[src/rtl/kernel_stage0_mul_sched.sv]
// Round-robin scheduler sharing one pipelined unsigned multiplier between N_REQ requesters.
// A {vld, id} shadow pipeline tags each product with the requester that issued it.
module kernel_stage0_mul_sched #(
    parameter int N_REQ       = 4,
    parameter int ID_W        = 2,
    parameter int A_W         = 5,
    parameter int B_W         = 14,
    parameter int P_W         = 19,
    parameter int MUL_LATENCY = 3
) (
    input  logic                 clk,
    input  logic                 reset,
    input  logic [N_REQ-1:0]     req_valid,
    output logic [N_REQ-1:0]     req_ready,
    input  logic [N_REQ*A_W-1:0] req_a,
    input  logic [N_REQ*B_W-1:0] req_b,
    output logic                 res_valid,
    input  logic                 res_ready,
    output logic [ID_W-1:0]      res_id,
    output logic [P_W-1:0]       res_data,
    output logic                 mul_ce,
    output logic [A_W-1:0]       mul_din0,
    output logic [B_W-1:0]       mul_din1,
    input  logic [P_W-1:0]       mul_dout,
    output logic                 busy
);

    logic [ID_W-1:0]        ptr;
    logic [ID_W-1:0]        ptr_next;
    logic [ID_W-1:0]        grant_id;
    logic [N_REQ-1:0]       masked;
    logic                   found;
    logic                   issue;
    logic [MUL_LATENCY-1:0] vld_pipe;
    logic [ID_W-1:0]        id_pipe [MUL_LATENCY];

    assign res_valid = vld_pipe[MUL_LATENCY-1];
    assign res_id    = id_pipe[MUL_LATENCY-1];
    assign res_data  = mul_dout;
    assign busy      = |vld_pipe;
    assign mul_ce    = !(res_valid && !res_ready);

    always_comb begin
        masked   = '0;
        found    = 1'b0;
        grant_id = '0;
        for (int i = 0; i < N_REQ; i++) begin
            masked[i] = req_valid[i] && (ID_W'(i) >= ptr);
        end
        for (int i = N_REQ - 1; i >= 0; i--) begin
            if (req_valid[i]) begin
                found    = 1'b1;
                grant_id = ID_W'(i);
            end
        end
        // Requesters at or after ptr win over the ones reached by wrapping around.
        for (int i = N_REQ - 1; i >= 0; i--) begin
            if (masked[i]) begin
                grant_id = ID_W'(i);
            end
        end
    end

    assign issue     = found && mul_ce && !reset;
    assign req_ready = issue ? (N_REQ'(1) << grant_id) : '0;
    assign ptr_next  = (grant_id == ID_W'(N_REQ - 1)) ? '0 : grant_id + 1'b1;

    always_comb begin
        mul_din0 = '0;
        mul_din1 = '0;
        for (int i = 0; i < N_REQ; i++) begin
            if (req_ready[i]) begin
                mul_din0 = req_a[i*A_W +: A_W];
                mul_din1 = req_b[i*B_W +: B_W];
            end
        end
    end

    always_ff @(posedge clk or posedge reset) begin
        if (reset) begin
            ptr <= '0;
        end else if (issue) begin
            ptr <= ptr_next;
        end
    end

    // The shadow pipeline freezes together with the multiplier whenever mul_ce is low.
    always_ff @(posedge clk or posedge reset) begin
        if (reset) begin
            vld_pipe <= '0;
            for (int s = 0; s < MUL_LATENCY; s++) begin
                id_pipe[s] <= '0;
            end
        end else if (mul_ce) begin
            vld_pipe[0] <= issue;
            id_pipe[0]  <= grant_id;
            for (int s = 1; s < MUL_LATENCY; s++) begin
                vld_pipe[s] <= vld_pipe[s-1];
                id_pipe[s]  <= id_pipe[s-1];
            end
        end
    end

endmodule

[config.mk]
export PLATFORM = sky130hd
export DESIGN_NAME = kernel_stage0_mul_sched
export DESIGN_NICKNAME = d
export VERILOG_FILES = /design/src/rtl/kernel_stage0_mul_sched.sv
export SDC_FILE = /design/constraint.sdc
export NUM_CORES = 1
export LEC_CHECK = 0
export BUFFER_PORTS_ARGS = -buffer_cell sky130_fd_sc_hd__buf_2
export CELL_PAD_IN_SITES_DETAIL_PLACEMENT = 2
export CELL_PAD_IN_SITES_GLOBAL_PLACEMENT = 2
export CORE_UTILIZATION = 18
export CTS_BUF_LIST = sky130_fd_sc_hd__clkbuf_16
export DETAILED_ROUTE_END_ITERATION = 12
export HOLD_SLACK_MARGIN = 0.12
export PLACE_DENSITY = 0.84
export SLEW_MARGIN = 25
export SYNTH_ARGS = -nofsm -noshare
export SYNTH_HDL_FRONTEND = slang
export SYNTH_SLANG_ARGS = --single-unit
[constraint.sdc]
create_clock -name clk -period 4.1 [get_ports clk]
set_clock_uncertainty 0.1 [all_clocks]
set_input_delay 0.615 -clock clk [delete_from_list [all_inputs] [get_ports clk]]
set_output_delay 0.615 -clock clk [all_outputs]
set_load 0.02 [all_outputs]
## After elaboration in Yosys (flattened, before gate mapping)

Cells that the tools add are included.

| word-level totals | value |
|---|---|
| output and inout port bits | 47 |
| word-level logic and storage cells | 45 |
| register bits after elaboration | 11 |

| cells by class | value |
|---|---|
| eq/ne operators | 1 |
| order comparisons | 4 |
| reduce and logical (&&, ||, !) cells | 11 |
| shifts and indexed selects | 1 |
| add/sub/neg operators | 1 |
| muxes and demuxes | 22 |

Operators by type and width:

| kind | number |
|---|---|
| $mux W14 | 4 |
| $mux W5 | 4 |
| $mux W2 | 9 |
| $logic_and A1 B1 Y1 | 7 |
| $ge A1 B2 Y1 const A | 2 |
| $ge A2 B2 Y1 const A | 2 |
| $mux W1 | 4 |
| $mux W4 | 1 |
| $shl A1 B2 Y4 const A | 1 |
| $logic_not A1 Y1 | 3 |
| $reduce_or A3 Y1 | 1 |
| $add A2 B1 Y2 const B | 1 |
| $eq A2 B2 Y1 const B | 1 |

## Longest topological paths before layout

| logic depth | value |
|---|---|
| depth in word-level cells | 14 |
| gate-level depth with buffers | 10 |
| depth with buffers taken out | 7 |

## Worst setup path before layout

Ideal clock, no wire load.

| timing path | value |
|---|---|
| path type | input -> output |
| from | input req_valid[2] |
| to | output mul_din0[0] |
| arrival time | 2.460 ns |
| path slack | 0.925 ns |
| stages on the path | 9 |
| cell sequence | mux2i_1 -> nor2_1 -> or3_1 -> ha_1 -> buf_2 -> inv_1 -> clkbuf_1 -> o221ai_1 -> a21oi_1 |

| between the ends | value |
|---|---|
| cells in the longest elaborated chain, start to end | 13 |

Ends and longest elaborated chain:

| item | RTL line | RTL |
|---|---|---|
| from (decl) | 13 | `input logic [N_REQ-1:0] req_valid,` |
| $mux W2 (3 in series) | 51 | `if (req_valid[i]) begin` |
| $mux W2 (4 in series) | 58 | `if (masked[i]) begin` |
| $shl A1 B2 Y4 | 65 | `assign req_ready = issue ? (N_REQ'(1) << grant_id) : '0;` |
| $mux W4 (*) | 65 |  |
| $mux W5 (3 in series) | 72 | `if (req_ready[i]) begin` |
| $mux W5 (*) | 72 |  |
| to (decl) | 22 | `output logic [A_W-1:0] mul_din0,` |

Every way passes the cells marked *; elsewhere a longest branch is shown, timed or not.

## Worst setup path in the final report

| timing path | value |
|---|---|
| from | register ptr[1] |
| to | output mul_din1[7] |

| between the ends | value |
|---|---|
| cells in the longest elaborated chain, start to end | 12 |

Ends and longest elaborated chain:

| item | RTL line | RTL |
|---|---|---|
| from (decl) | 28 | `logic [ID_W-1:0] ptr;` |
| from (signal assigned) | 83 | `ptr <= ptr_next;` |
| $ge A2 B2 Y1 | 48 | `masked[i] = req_valid[i] && (ID_W'(i) >= ptr);` |
| $logic_and A1 B1 Y1 | 48 |  |
| $mux W2 (3 in series) | 58 |  |
| $mux W2 (*) | 58 |  |
| $shl A1 B2 Y4 (*) | 65 |  |
| $mux W4 (*) | 65 |  |
| $mux W14 (3 in series) | 72 |  |
| $mux W14 (*) | 72 |  |
| to (decl) | 23 | `output logic [B_W-1:0] mul_din1,` |

Marks and branches as above.

==> out/qor.csv <==
stage,metric,value,unit
status,status,finished clean,
clock_network,clockBufferDepth,2,
placed_design,hpwl,4990,µm
sta,slew_viol_final,0,
critical_path,path_buf_inv,2,
sta,fin_crit,3.62,ns
grt,grt_max_degree,40,
synthesis,syn_inst,210,
pwr,netSwitchingFraction,0.480,
clock_network,cts_root_buf,clkbuf_16,
placed_design,dp.cells,390,
floorplan,rows,33,
floorplan,dieArea,8930,µm²
synthesis,synth_top_area_share,0.179,
placed_design,place.gp.congestion,0.705,
detailed_routing,drt_iter0_markers,20,
synthesis,yosys_warnings,0,
pwr,max-vdd-ir-drop,191,µV
sta,rsz0062_at_grt,no,
critical_path,crit_chain,mux2i_1 -> nor2_1 -> or3_1 -> ha_1 -> inv_1 -> o221ai_1 -> a21oi_1 -> buf_2,
sta,fin_ws,0.484,ns
floorplan,core,8260,µm²
synthesis,syn_avg_cell_area,7.33,µm²
critical_path,critical_path_class,register to output port,
job,max_cap_viol_count,0,
critical_path,cp_slowest_cell,inv_1,
critical_path,cp_slowest_stage_delay,0.50,ns
grt,grt_pass1_vias,1957,
clock_network,clk_latency,0.24,ns
pwr,clockPowerShare,0.157,
critical_path,path_depth,8,
grt,grt_pass1_wl,9800,µm
layout,fin_util,0.253,
synthesis,syn_area,1540,µm²
synthesis,syn_nets,316,
sta,clock.fmax,277,MHz
pwr,p_int,586,µW
sta,setup_violations,0,
critical_path,crit_fanout,20,
pwr,switchingPower,541,µW
critical_path,required,3.38,ns
critical_path,cp-start-kind,register,
critical_path,endpoint_kind,output port,
grt,grt_use_total,0.139,
synthesis,ys.flop_type,dfrtp_1,
floorplan,die_h,94.5,µm
floorplan,ios,149,
critical_path,critPathTopFamily,buffers and inverters,
synthesis,yosysTopAreaCell,dfrtp_1,
pwr,pwr-share-comb,0.666,
clock_network,cts.sinks,11,
clock_network,h-tree-depth,1,
synthesis,synth_cell_types,32,
grt,grt_overflow_total,0,
pwr,p_leak,0.00120,µW
sta,slew_headroom,0.535,
grt,grt_antenna_before_repair,0,
floorplan,die-width,94.5,µm
pwr,power_density,540,nW/µm²
detailed_routing,routed_wl,6600,µm
detailed_routing,avgRoutedWirePerCell,16.7,µm
sta,tightest_slew,0.697,ns
synthesis,synthArstFlopShare,1.00,
placed_design,pre_cts_ws,0.491,ns
sta,tns,0,ns
placed_design,portBuffers,110,
detailed_routing,antenna_left,0,
sta,finalHoldViolCount,0,
critical_path,r2r_cells,5,
clock_network,path_clk_slew,0.04,ns
clock_network,post_cts_buffers,0,
sta,hold_ws,0.338,ns
detailed_routing,vias,1867,
clock_network,ctsHoldBuffers,0,
sta,finalCritPeriodShare,0.882,
synthesis,synth_edf_count,0,
layout,stdcell_count,394,
layout,drive_gt1_frac,0.422,
critical_path,arrival,2.90,ns
synthesis,synth_seq_cells,11,
layout,area_delta_synth_final,35.6,%
detailed_routing,avgViaCountPerCell,4.74,
synthesis,synthTopCellsByArea,"dfrtp_1 (18%), and3b_1 (11%), o221ai_1 (11%)",
clock_network,cts_tree,yes,
synthesis,synth-seq-area-share,0.179,
clock_network,cts_resized,0,
hold_path,min_path_type,primary input to asynchronous set/reset pin,
layout,n_antenna_cell,0,
detailed_routing,drc,0,
clock_network,cts_made_buffers,3,
layout,finalNetCount,396,
floorplan,start_util,0.187,
detailed_routing,drtPass1Iterations,4,
pwr,power_frac_seq,0.177,
-- per-layer routing --
layer  share of wire  vias up  GRT usage
li1                -      891          -
met1            0.41      902      0.166
met2            0.52       66      0.257
met3           0.059        8     0.0225
met4           0.011        0     0.0316
met5               0        -          0
-- worst reg2reg max path, stage by stage (launching register included) --
cell     delay (ns)
dfrtp_1        0.49
mux2i_1        0.30
nor2_1         0.09
or3_1          0.40
ha_1           0.32
mux2_2         0.26
-- kinds of logic after synthesis --
kind of cell,Yosys count,synth area share
simple gates,76,0.274
compound gates,71,0.324
buf+inv,46,0.177
mux,2,0.0138
flops,11,0.179
fa+ha+maj,4,0.0325
-- cell usage in the layout, fill, tap and decap left out, drive strengths merged --
master / count
a211oi: 2
a21o: 19
a21oi: 22
and2: 2
and3b: 19
buf: 115
clkbuf: 3
dfrtp: 11
ha: 4
inv: 7
mux2: 1
mux2i: 1
nand2: 38
nand2b: 3
nand3: 1
nor2: 6
nor2b: 1
nor3: 2
nor4: 1
o2111ai: 1
o21a: 1
o21ai: 2
o221ai: 19
o22a: 1
o22ai: 1
o31a: 1
o31ai: 2
or3: 2
or4: 1
-- per-stage QoR --
| step | instance area, µm² | total power, µW |
|---|---|---|
| 4_1_cts | 2090 | 1150 |
| 6_report | 2090 | 1130 |
| 5_1_grt | 2090 | 1230 |
| 3_3_place_gp | 2010 | 931 |
| 3_5_place_dp | 2010 | 962 |
| 2_1_floorplan | 1540 | 763 |
-- registers in the layout (all words and copies together), names as in the netlist --
signal	flops
id_pipe	4
res_id	2
vld_pipe	3
ptr	2
-- cell usage after synthesis, drive strengths merged, types with 2 or more instances --
cell type,count
nand2,38
buf,28
a21oi,22
a21o,19
and3b,19
o221ai,19
clkbuf,12
dfrtp,11
inv,6
nor2,6
ha,4
nand2b,3
a211oi,2
and2,2
nor3,2
o21ai,2
o31ai,2
or3,2
-- layout make-up --
| cell class | count | area [µm²] |
|---|---|---|
| fill | 1008 | 6170 |
| multi-input combinational | 153 | 992 |
| timing repair buffer | 115 | 588 |
| sequential | 11 | 275 |
| tap | 105 | 131 |
| clock buffer | 3 | 75.1 |
| inverter | 6 | 22.5 |
| clock inverter | 1 | 3.75 |
-- worst paths after layout --
check / slack (ns) / start / to
max in group asynchronous: 3.23 / reset / id_pipe[2]$_DFFE_PP0N_
setup reg to reg: 2.04 / ptr[1]$_DFFE_PP0P_ / ptr[1]$_DFFE_PP0P_
hold / removal: 0.34 / reset / ptr[1]$_DFFE_PP0P_
setup / recovery: 0.48 / ptr[1]$_DFFE_PP0P_ / mul_din1[7]
min in group clk: 0.37 / res_id[0]$_DFFE_PP0N_ / res_id[0]$_DFFE_PP0N_
hold reg to reg: 0.37 / res_id[0]$_DFFE_PP0N_ / res_id[0]$_DFFE_PP0N_
-- power by group through the flow --
| stage | logic, µW | clock network (µW) | registers [µW] |
|---|---|---|---|
| after floorplan | 579 | 0 | 184 |
| after global placement | 736 | 0 | 194 |
| after detailed placement | 764 | 0 | 199 |
| after CTS | 768 | 181 | 200 |
| after global routing | 836 | 186 | 206 |
| final | 751 | 176 | 199 |
Note: power is estimated with default switching activity, not from simulation.
